### src/rtl/rsp_s2_mask_combine_gen2_pkg.sv
// Shared types and helpers for the stage-2 LF/HF mask combiner.
package rsp_comb_pkg;

  typedef enum logic {
    MODE_COMPLEX = 1'b0,
    MODE_REAL    = 1'b1
  } mode_e;

  // Widest lane count the lane-mask helper can address.
  localparam int unsigned MAX_LANES = 64;

  // Occupancy counter width: must hold 0..depth inclusive.
  function automatic int unsigned level_w(input int unsigned depth);
    return $clog2(depth) + 1;
  endfunction

  // Keep bit for data lane k: one mask bit per lane in real mode,
  // one mask bit per lane pair in complex mode.
  function automatic logic lane_keep(input logic [MAX_LANES-1:0] m,
                                     input mode_e mode,
                                     input int unsigned k);
    return (mode == MODE_REAL) ? m[k] : m[k >> 1];
  endfunction

endpackage

### src/rtl/rsp_s2_mask_combine_gen2_if.sv
// Data-beat handshake bus: input beat stream and masked output stream.
interface rsp_s2_mask_combine_gen2_if #(
  parameter int unsigned NUM_LANES  = 8,
  parameter int unsigned DATA_WIDTH = 16
);
  logic [NUM_LANES*DATA_WIDTH-1:0] i_x;
  logic                            i_x_valid;
  logic                            o_x_ready;
  logic [NUM_LANES*DATA_WIDTH-1:0] o_y;
  logic                            o_y_valid;
  logic                            o_y_last;
  logic                            i_y_ready;

  modport slave  (input  i_x, i_x_valid, i_y_ready,
                  output o_x_ready, o_y, o_y_valid, o_y_last);
  modport master (output i_x, i_x_valid, i_y_ready,
                  input  o_x_ready, o_y, o_y_valid, o_y_last);
endinterface

### src/rtl/rsp_s2_mask_combine_gen2_fifo.sv
// Synchronous mask FIFO with registered level; a push into a full FIFO is
// accepted only when a pop happens in the same cycle, otherwise it is dropped.
module rsp_mask_fifo
  import rsp_comb_pkg::*;
#(
  parameter int unsigned WIDTH = 8,
  parameter int unsigned DEPTH = 16
) (
  input  logic                       clk,
  input  logic                       rst,
  input  logic                       i_push,
  input  logic [WIDTH-1:0]           i_data,
  input  logic                       i_pop,
  output logic [WIDTH-1:0]           o_data,
  output logic                       o_full,
  output logic                       o_empty,
  output logic [level_w(DEPTH)-1:0]  o_level,
  output logic                       o_drop
);
  localparam int unsigned AW = $clog2(DEPTH);
  localparam int unsigned LW = level_w(DEPTH);

  logic [WIDTH-1:0] r_mem [DEPTH];
  logic [AW-1:0]    r_wr_ptr;
  logic [AW-1:0]    r_rd_ptr;
  logic [LW-1:0]    r_level;
  logic             w_push;
  logic             w_pop;

  assign o_full  = (r_level == LW'(DEPTH));
  assign o_empty = (r_level == '0);
  assign o_level = r_level;
  assign o_data  = r_mem[r_rd_ptr];
  assign w_pop   = i_pop && !o_empty;
  assign w_push  = i_push && (!o_full || w_pop);
  assign o_drop  = i_push && !w_push;

  // Storage write; contents need no reset since level gates every read.
  always_ff @(posedge clk) begin
    if (w_push) r_mem[r_wr_ptr] <= i_data;
  end

  // Pointer and occupancy bookkeeping.
  always_ff @(posedge clk or posedge rst) begin
    if (rst) begin
      r_wr_ptr <= '0;
      r_rd_ptr <= '0;
      r_level  <= '0;
    end else begin
      if (w_push) r_wr_ptr <= r_wr_ptr + 1'b1;
      if (w_pop)  r_rd_ptr <= r_rd_ptr + 1'b1;
      case ({w_push, w_pop})
        2'b10:   r_level <= r_level + 1'b1;
        2'b01:   r_level <= r_level - 1'b1;
        default: r_level <= r_level;
      endcase
    end
  end
endmodule

### src/rtl/rsp_s2_mask_combine_gen2.sv
// Stage-2 LF/HF mask combiner: pairs each data beat with the oldest LF and HF
// masks, zeroes rejected lanes, frames the output and flags mask overflow.
module rsp_s2_mask_combine_gen2
  import rsp_comb_pkg::*;
#(
  parameter int unsigned NUM_LANES       = 8,
  parameter int unsigned DATA_WIDTH      = 16,
  parameter int unsigned MASK_FIFO_DEPTH = 16,
  parameter int unsigned FRAME_LEN_W     = 12
) (
  input  logic                               clk,
  input  logic                               rst,
  input  logic                               i_mode,
  input  logic [FRAME_LEN_W-1:0]             i_frame_len,
  input  logic [NUM_LANES-1:0]               i_lf_mask,
  input  logic                               i_lf_mask_valid,
  input  logic [NUM_LANES-1:0]               i_hf_mask,
  input  logic                               i_hf_mask_valid,
  rsp_s2_mask_combine_gen2_if.slave          bus,
  output logic                               o_ovf_err,
  output logic [$clog2(MASK_FIFO_DEPTH):0]   o_lf_level,
  output logic [$clog2(MASK_FIFO_DEPTH):0]   o_hf_level
);
  logic [NUM_LANES-1:0]            w_lf_head;
  logic [NUM_LANES-1:0]            w_hf_head;
  logic                            w_lf_empty, w_hf_empty;
  logic                            w_lf_full, w_hf_full;
  logic                            w_lf_drop, w_hf_drop;
  logic                            w_x_ready;
  logic                            w_fire;
  logic                            w_first;
  mode_e                           w_mode;
  logic [FRAME_LEN_W-1:0]          w_len;
  logic                            w_last;
  logic [NUM_LANES-1:0]            w_m;
  logic [NUM_LANES*DATA_WIDTH-1:0] w_y;

  logic [FRAME_LEN_W-1:0]          r_cnt;
  mode_e                           r_mode;
  logic [FRAME_LEN_W-1:0]          r_len;
  logic [NUM_LANES*DATA_WIDTH-1:0] r_y;
  logic                            r_y_valid;
  logic                            r_y_last;
  logic                            r_ovf;

  rsp_mask_fifo #(.WIDTH(NUM_LANES), .DEPTH(MASK_FIFO_DEPTH)) u_lf_fifo (
    .clk(clk), .rst(rst),
    .i_push(i_lf_mask_valid), .i_data(i_lf_mask), .i_pop(w_fire),
    .o_data(w_lf_head), .o_full(w_lf_full), .o_empty(w_lf_empty),
    .o_level(o_lf_level), .o_drop(w_lf_drop)
  );

  rsp_mask_fifo #(.WIDTH(NUM_LANES), .DEPTH(MASK_FIFO_DEPTH)) u_hf_fifo (
    .clk(clk), .rst(rst),
    .i_push(i_hf_mask_valid), .i_data(i_hf_mask), .i_pop(w_fire),
    .o_data(w_hf_head), .o_full(w_hf_full), .o_empty(w_hf_empty),
    .o_level(o_hf_level), .o_drop(w_hf_drop)
  );

  assign w_x_ready     = !w_lf_empty && !w_hf_empty && (!r_y_valid || bus.i_y_ready);
  assign w_fire        = bus.i_x_valid && w_x_ready;
  assign bus.o_x_ready = w_x_ready;
  assign bus.o_y       = r_y;
  assign bus.o_y_valid = r_y_valid;
  assign bus.o_y_last  = r_y_last;
  assign o_ovf_err     = r_ovf;

  // The first beat of a frame uses the live mode/length; later beats use the latched copy.
  assign w_first = (r_cnt == '0);
  assign w_mode  = w_first ? mode_e'(i_mode) : r_mode;
  assign w_len   = w_first ? i_frame_len : r_len;
  assign w_last  = (r_cnt == w_len);
  assign w_m     = w_lf_head & w_hf_head;

  // Zero every data lane whose combined mask bit rejects it.
  always_comb begin
    w_y = '0;
    for (int unsigned k = 0; k < NUM_LANES; k++) begin
      if (lane_keep(MAX_LANES'(w_m), w_mode, k))
        w_y[k*DATA_WIDTH +: DATA_WIDTH] = bus.i_x[k*DATA_WIDTH +: DATA_WIDTH];
    end
  end

  // Output register: load on fire, hold under backpressure, drop valid when drained.
  always_ff @(posedge clk or posedge rst) begin
    if (rst) begin
      r_y       <= '0;
      r_y_valid <= 1'b0;
      r_y_last  <= 1'b0;
    end else if (w_fire) begin
      r_y       <= w_y;
      r_y_valid <= 1'b1;
      r_y_last  <= w_last;
    end else if (bus.i_y_ready) begin
      r_y_valid <= 1'b0;
    end
  end

  // Beat counter with mode/length latched at the start of each frame.
  always_ff @(posedge clk or posedge rst) begin
    if (rst) begin
      r_cnt  <= '0;
      r_mode <= MODE_REAL;
      r_len  <= '0;
    end else if (w_fire) begin
      if (w_first) begin
        r_mode <= w_mode;
        r_len  <= w_len;
      end
      r_cnt <= w_last ? '0 : r_cnt + 1'b1;
    end
  end

  // Sticky overflow: a mask was dropped by either FIFO.
  always_ff @(posedge clk or posedge rst) begin
    if (rst) r_ovf <= 1'b0;
    else if (w_lf_drop || w_hf_drop) r_ovf <= 1'b1;
  end
endmodule

### src/flat_wrapper.sv
// flat-port wrapper written by rule: the top's interface ports become plain ports
module rsp_s2_mask_combine_gen2_flat import rsp_comb_pkg::*;
#(
  parameter int unsigned NUM_LANES       = 8,
  parameter int unsigned DATA_WIDTH      = 16,
  parameter int unsigned MASK_FIFO_DEPTH = 16,
  parameter int unsigned FRAME_LEN_W     = 12
)
  (clk, rst, i_mode, i_frame_len, i_lf_mask, i_lf_mask_valid, i_hf_mask, i_hf_mask_valid, o_ovf_err, o_lf_level, o_hf_level, bus_i_x, bus_i_x_valid, bus_i_y_ready, bus_o_x_ready, bus_o_y, bus_o_y_valid, bus_o_y_last);
  rsp_s2_mask_combine_gen2_if #(.NUM_LANES(NUM_LANES), .DATA_WIDTH(DATA_WIDTH)) bus_i ();
  input  logic clk;
  input  logic rst;
  input  logic i_mode;
  input  logic [FRAME_LEN_W-1:0] i_frame_len;
  input  logic [NUM_LANES-1:0] i_lf_mask;
  input  logic i_lf_mask_valid;
  input  logic [NUM_LANES-1:0] i_hf_mask;
  input  logic i_hf_mask_valid;
  output logic o_ovf_err;
  output logic [$clog2(MASK_FIFO_DEPTH):0] o_lf_level;
  output logic [$clog2(MASK_FIFO_DEPTH):0] o_hf_level;
  input wire logic [$bits(bus_i.i_x)-1:0] bus_i_x;
  input wire logic [$bits(bus_i.i_x_valid)-1:0] bus_i_x_valid;
  input wire logic [$bits(bus_i.i_y_ready)-1:0] bus_i_y_ready;
  output wire logic [$bits(bus_i.o_x_ready)-1:0] bus_o_x_ready;
  output wire logic [$bits(bus_i.o_y)-1:0] bus_o_y;
  output wire logic [$bits(bus_i.o_y_valid)-1:0] bus_o_y_valid;
  output wire logic [$bits(bus_i.o_y_last)-1:0] bus_o_y_last;
  assign bus_i.i_x = bus_i_x;
  assign bus_i.i_x_valid = bus_i_x_valid;
  assign bus_i.i_y_ready = bus_i_y_ready;
  assign bus_o_x_ready = bus_i.o_x_ready;
  assign bus_o_y = bus_i.o_y;
  assign bus_o_y_valid = bus_i.o_y_valid;
  assign bus_o_y_last = bus_i.o_y_last;
  rsp_s2_mask_combine_gen2 #(.NUM_LANES(NUM_LANES), .DATA_WIDTH(DATA_WIDTH), .MASK_FIFO_DEPTH(MASK_FIFO_DEPTH), .FRAME_LEN_W(FRAME_LEN_W)) u_core (.clk(clk), .rst(rst), .i_mode(i_mode), .i_frame_len(i_frame_len), .i_lf_mask(i_lf_mask), .i_lf_mask_valid(i_lf_mask_valid), .i_hf_mask(i_hf_mask), .i_hf_mask_valid(i_hf_mask_valid), .bus(bus_i), .o_ovf_err(o_ovf_err), .o_lf_level(o_lf_level), .o_hf_level(o_hf_level));
endmodule
### config.mk
export PLATFORM = sky130hd
export DESIGN_NAME = rsp_s2_mask_combine_gen2_flat
export DESIGN_NICKNAME = d
export VERILOG_FILES = /design/src/rtl/rsp_s2_mask_combine_gen2_pkg.sv /design/src/rtl/rsp_s2_mask_combine_gen2_if.sv /design/src/rtl/rsp_s2_mask_combine_gen2_fifo.sv /design/src/rtl/rsp_s2_mask_combine_gen2.sv /design/src/flat_wrapper.sv
export SDC_FILE = /design/constraint.sdc
export NUM_CORES = 1
export LEC_CHECK = 0
export CAP_MARGIN = 20
export CORE_AREA = 8 8 200 202
export CTS_CLUSTER_DIAMETER = 80
export DETAILED_ROUTE_END_ITERATION = 10
export DIE_AREA = 0 0 208 210
export PLACE_DENSITY = 0.75
export RECOVER_POWER = 25
export SLEW_MARGIN = 25
export SYNTH_ARGS = -nofsm -noshare
export SYNTH_HDL_FRONTEND = slang
export SYNTH_SLANG_ARGS = --single-unit
export TNS_END_PERCENT = 10
### constraint.sdc
create_clock -name clk -period 8.65 [get_ports clk]
set_input_delay 0.865 -clock clk [delete_from_list [all_inputs] [get_ports clk]]
set_output_delay 0.865 -clock clk [all_outputs]
set_load 0.05 [all_outputs]
# Word level (Yosys, flattened, before mapping)
# Memories as Yosys holds them, arrays and structs flattened.
# Index checks and enable logic that the tools add are counted.
totals:
  mem_bits_rw: 256
  register_bits: 182
  output_inout_bits: 142
  inputBits: 163
  n_memories: 2
  elab_cells: 85
op_classes:
  n_eq_ne: 7
  reduce_logical: 27
  n_mux: 26
  add_sub_neg: 9
  n_bitwise: 1
mem_list:
  columns: ["name", "words", "word_bits", "rd", "rd_ports_with_merged_regs", "write_ports", "line", "source"]
  rows:
  - ["u_core.u_hf_fifo.r_mem", 16, 8, 1, 0, 1, "rsp_s2_mask_combine_gen2_fifo.sv:23", "logic [WIDTH-1:0] r_mem [DEPTH];"]
  - ["u_core.u_lf_fifo.r_mem", 16, 8, 1, 0, 1, "rsp_s2_mask_combine_gen2_fifo.sv:23", null]
op_table:
  columns: ["operator", "count"]
  rows:
  - ["$mux W16", 8]
  - ["$mux W12", 2]
  - ["$pmux W5 S2", 2]
  - ["$add A4 B1 Y4 const B", 4]
  - ["$mux W1", 14]
  - ["$add A12 B1 Y12 const B", 1]
  - ["$eq A12 B12 Y1", 1]
  - ["$logic_not A12 Y1", 1]
  - ["$add A5 B1 Y5 const B", 2]
  - ["$eq A5 B5 Y1 const B", 2]
  - ["$logic_not A5 Y1", 2]
  - ["$sub A5 B1 Y5 const B", 2]
  - ["$logic_and A1 B1 Y1", 9]
  - ["$and A8 B8 Y8", 1]
  - ["$logic_not A1 Y1", 7]
  - ["$reduce_bool A2 Y1", 3]
  - ["$eq A2 B1 Y1 const B", 2]
  - ["$eq A2 B2 Y1 const B", 2]
  - ["$logic_or A1 B1 Y1", 4]
  - ["$reduce_and A2 Y1", 1]

# Logic depth before layout (Yosys ltp)
depth:
  ltp_word: 11
  depth_mapped: 13
  ltp_nobuf: 10

# Hierarchy
# Synthesis repeated with hierarchy kept, for this count alone.
unflattened:
  cells_unflattened: 1077
  hier_area_um2: 17834.6
modules_own_cells:
  columns: ["module", "seq_area_each_um2", "instances", "cells_each", "area_each_um2"]
  rows:
  - ["rsp_s2_mask_combine_gen2", 3905.0, 1, 483, 6371.1]
  - ["rsp_mask_fifo (u_core.u_hf_fifo)", 4169.0, 1, 295, 5734.2]
  - ["rsp_mask_fifo (u_core.u_lf_fifo)", 4169.0, 1, 299, 5729.2]

# Least setup slack after synthesis
# Ideal clock, no wire load.
synth_path:
  kind: "register to register"
  startpoint: "register u_core.u_hf_fifo.r_level[1] (netlist: u_core.u_hf_fifo.o_level[1])"
  endpoint: "register u_core.u_hf_fifo.r_level[4] (netlist: u_core.u_hf_fifo.o_level[4])"
  stages_incl_launch_ff: 14
  setup_slack_ns: 5.092
  t_arrival_ns: 3.407
  period_less_slack_ns: 3.558
  path_buffers: 3
  setup_ns: 0.151
  required_time_ns: 8.499
  path_cell_list: "dfrtp_1 > or4_1 > nor2_1 > or3_1 > buf_2 > buf_2 > clkbuf_1 > nor2_1 > fa_1 > a21o_1 > a21o_1 > nor3_1 > a41o_1 > a21oi_1"
synth_between:
  elab_chain_len: 10
  elab_cells_between_ends: 16
  cone_classes: "add/sub (2); eq/ne (3); mux (1); reduce/logical (10)"
synth_rtl:
  columns: ["element", "line", "source"]
  rows:
  - ["start: declaration", "rsp_s2_mask_combine_gen2_fifo.sv:26", "logic [LW-1:0] r_level;"]
  - ["start signal: assignment", "rsp_s2_mask_combine_gen2_fifo.sv:53", "2'b10: r_level <= r_level + 1'b1;"]
  - ["start signal: assignment", "rsp_s2_mask_combine_gen2_fifo.sv:54", "2'b01: r_level <= r_level - 1'b1;"]
  - ["start signal: assignment", "rsp_s2_mask_combine_gen2_fifo.sv:55", "default: r_level <= r_level;"]
  - ["$logic_not A5 Y1", "rsp_s2_mask_combine_gen2_fifo.sv:31", "assign o_empty = (r_level == '0);"]
  - ["$logic_not A1 Y1", "rsp_s2_mask_combine_gen2_fifo.sv:34, rsp_s2_mask_combine_gen2.sv:60", null]
  - ["$logic_and A1 B1 Y1 (2 in series)", "rsp_s2_mask_combine_gen2.sv:60", "assign w_x_ready = !w_lf_empty && !w_hf_empty && (!r_y_valid || bus.i_y_ready);"]
  - ["$logic_and A1 B1 Y1", "rsp_s2_mask_combine_gen2.sv:61", "assign w_fire = bus.i_x_valid && w_x_ready;"]
  - ["$logic_and A1 B1 Y1", "rsp_s2_mask_combine_gen2_fifo.sv:34", "assign w_pop = i_pop && !o_empty;"]
  - ["$logic_or A1 B1 Y1", "rsp_s2_mask_combine_gen2_fifo.sv:35", "assign w_push = i_push && (!o_full || w_pop);"]
  - ["$logic_and A1 B1 Y1", "rsp_s2_mask_combine_gen2_fifo.sv:35", null]
  - ["$eq A2 B1 Y1 / $eq A2 B2 Y1 (equally long branches)", "rsp_s2_mask_combine_gen2_fifo.sv:52", "case ({w_push, w_pop})"]
  - ["$pmux W5 S2 / $reduce_bool A2 Y1 (equally long branches)", null, null]
# Parallel ways exist; a longest one is shown, timed or not.
# A chain may end at the register's enable or synchronous reset.

==> flow_summary.json <==
{
  "hold_violations": 0,
  "fillers": 2702,
  "place.port_buffers": 304,
  "fp.dieH_microns": 210,
  "p_sw_frac": 0.389,
  "fin_crit_ns": 4.84,
  "synth-compound-area-share": 0.0590,
  "grt-ovfl-total": 0,
  "layout-drive-gt1-share": 0.130,
  "cts.sinks": 438,
  "power_switching_mw": 3.31,
  "yosysTopAreaCell": "edfxtp_1",
  "hpwl_microns": 30500,
  "grt_pass1_vias": 11449,
  "violations": "max-capacitance violations, max-slew violations",
  "cts-root-buf": "clkbuf_16",
  "vias_per_cell": 5.51,
  "worst_pin_slew_ns": 5.04,
  "grt_util_all_layers": 0.199,
  "cts_tree": "yes",
  "p_comb_frac": 0.414,
  "synth_fp_nets": 1414,
  "path_class": "in -> async",
  "setup-violations-final": 0,
  "utilization": 0.624,
  "synthArstFlopShare": 0.416,
  "power.leakage_nw": 8.84,
  "slew_headroom": -2.38,
  "status": "finished with violations",
  "synth_area_leaders": "edfxtp_1, dfrtp_1, mux4_2",
  "postRouteAntennaNets": 0,
  "synth-edff-count": 256,
  "dp_slack_ns": 4.56,
  "cts_setup_buffers": 0,
  "syn_area_per_cell_sq_um": 14.7,
  "rsz0062_at_grt": "false",
  "drtPass1Iterations": 5,
  "crit_chain": "dlygate4sd3_1 -> clkinvlp_2",
  "muxShareOfSynthArea": 0.117,
  "yosysWarnings": 0,
  "max_freq_mhz": 207,
  "core.rowCount": 71,
  "vias": 11243,
  "final_cells": 2040,
  "vdd_ir_drop_max_uv": 145,
  "r2r-start": "u_core.u_hf_fifo.o_level[1]",
  "cts_made_buffers": 44,
  "maxCapViolCount": 1,
  "reg2reg_to": "u_core.bus.o_y[12]",
  "die_w_microns": 208,
  "yosysMostFrequentCell": "edfxtp_1",
  "synthAdderAreaFrac": 0.0147,
  "yosysSeqAreaShare": 0.677,
  "start_kind": "input pin",
  "clk_pin_slew_ns": 0.06,
  "arrival_ns": 4.27,
  "grt_pass1_wl_microns": 68700,
  "worstPathRequired_ns": 8.08,
  "p_per_area_nw_per_um2": 369,
  "start_util": 0.489,
  "ys_types": 60,
  "hp-start": "u_core.bus.o_y[30]",
  "placed_cells": 1961,
  "crit_fanout": 108,
  "syn_to_final_growth_pct": 27.5,
  "fin_crit_sh": 0.559,
  "synth_flop_cell": "edfxtp_1",
  "drtIter0Drc": 949,
  "synth_top_family_by_area": "multiplexers",
  "slew_viol_final": 109,
  "clockPowerShare": 0.230,
  "routabilityCongestion": 0.814,
  "grt_max_degree": 109,
  "ff2ff_path_depth": 8,
  "clockBufferDepth": 3,
  "slowest_delay_ns": 2.79,
  "synth_xor_area_frac": 0.0150,
  "synth_commonest_cells": "edfxtp_1, nand2_1, dfrtp_1, mux4_2, a21oi_1",
  "antenna_found_initial": 1,
  "power_frac_seq": 0.356,
  "rrSetupSlack_ns": 4.87,
  "wire_per_inst_microns": 21.7,
  "routed_wirelength_microns": 44200,
  "synthCells": 1231,
  "finalWorstSetupSlack_ns": 3.81,
  "io_pins": 305,
  "cp_slowest_cell": "clkinvlp_2",
  "cts_resized": 0,
  "clk_latency_ns": 0.54,
  "crit_path_end_kind": "async pin",
  "fin_skew_ns": 0.0130,
  "core-area_sq_um": 37000,
  "min_to": "u_core.bus.o_y[30]",
  "synth_top_cell_area_share": 0.425,
  "tns_ns": 0,
  "nNetsFinal": 1716,
  "die-area_sq_um": 43700,
  "htreeDepth": 2,
  "whs_ns": 0.465,
  "synth_area_sq_um": 18100,
  "p_int_mw": 5.19,
  "hold_path.class": "reg -> reg",
  "critPathBufInv": 2,
  "drc": 0,
  "hold_buffers": 0,
  "synth_seq_cells": 438,
  "crit_family": "buffers and inverters",
  "whs_path_depth": 2,
  "yosys.area_share.simple": 0.0885
}
cell families (layout without fill, tap and decap cells):
family / count (synthesis) / after routing
AO/OA/AOI/OAI: 157 / 157
XOR/XNOR: 31 / 31
adder cells (fa/ha/maj): 20 / 20
buffers and inverters: 121 / 455
flip-flops: 438 / 438
multiplexers: 108 / 108
other: 0 / 1
AND/OR/NAND/NOR: 356 / 356
registers in the layout (all words and copies together) (netlist names), 4 cells and up:
register                   count
u_core.bus.o_y               128
u_core.r_cnt                  12
u_core.r_len                  12
u_core.u_hf_fifo.o_level       5
u_core.u_hf_fifo.r_mem       128
u_core.u_hf_fifo.r_rd_ptr      4
u_core.u_hf_fifo.r_wr_ptr      4
u_core.u_lf_fifo.o_level       5
u_core.u_lf_fifo.r_mem       128
u_core.u_lf_fifo.r_rd_ptr      4
u_core.u_lf_fifo.r_wr_ptr      4
worst max path at each step:
stage                                      from                            to  slack (ns)  cells after the start
floorplan                                   rst             u_core.bus.o_y[0]        2.84                      1
detailed placement                bus_i_y_ready            u_core.bus.o_y[12]        4.56                      9
finish                                      rst  u_core.u_lf_fifo.r_rd_ptr[0]        3.81                      2
global placement                  bus_i_y_ready            u_core.bus.o_y[13]        4.58                      9
global route                                rst  u_core.u_lf_fifo.r_rd_ptr[0]        2.89                      2
CTS                 u_core.u_hf_fifo.o_level[1]            u_core.bus.o_y[12]        4.88                      8
power groups by stage:
| stage | logic [mW] | clock network, mW | registers [mW] |
|---|---|---|---|
| finish | 3.52 | 1.96 | 3.03 |
| global route | 3.72 | 2.07 | 3.09 |
| CTS | 3.56 | 1.99 | 3.03 |
| detailed placement | 3.55 | 0 | 3.06 |
| global placement | 3.49 | 0 | 3.04 |
| floorplan | 1.51 | 0 | 3.92 |
cells in the final DEF, fill, tap and decap left out, drive strengths merged, types with 28 or more instances in the layout:
cell	count
o31ai	32
nor2	36
mux4	80
nand3	28
edfxtp	256
clkdlybuf4s50	287
dfrtp	181
a21oi	71
inv	53
nand2	228
clkbuf	49
cell type report:
type                       count  area [sq um]  share of cell area
multi-input combinational    672          5340               0.231
tap                          474           593              0.0257
antenna                        1          2.50            0.000109
clock buffer                  49          1140              0.0495
timing repair buffer         323          3190               0.138
sequential                   438         12200               0.531
inverter                      54           204             0.00885
clock inverter                29           344              0.0149
stage by stage:
step | power [mW] | instance area, sq um
detailed placement | 6.61 | 21600
CTS | 8.58 | 23100
floorplan | 5.42 | 18100
finish | 8.50 | 23100
global placement | 6.53 | 21600
global route | 8.89 | 23100
per-layer routing:
metal,share of wire,global-route usage,vias to the layer above
met5,0,0,-
met4,0.028,0.0656,0
met3,0.061,0.0328,74
met2,0.49,0.332,444
met1,0.42,0.267,5623
li1,-,-,5102
(Power assumes the default switching activity.)
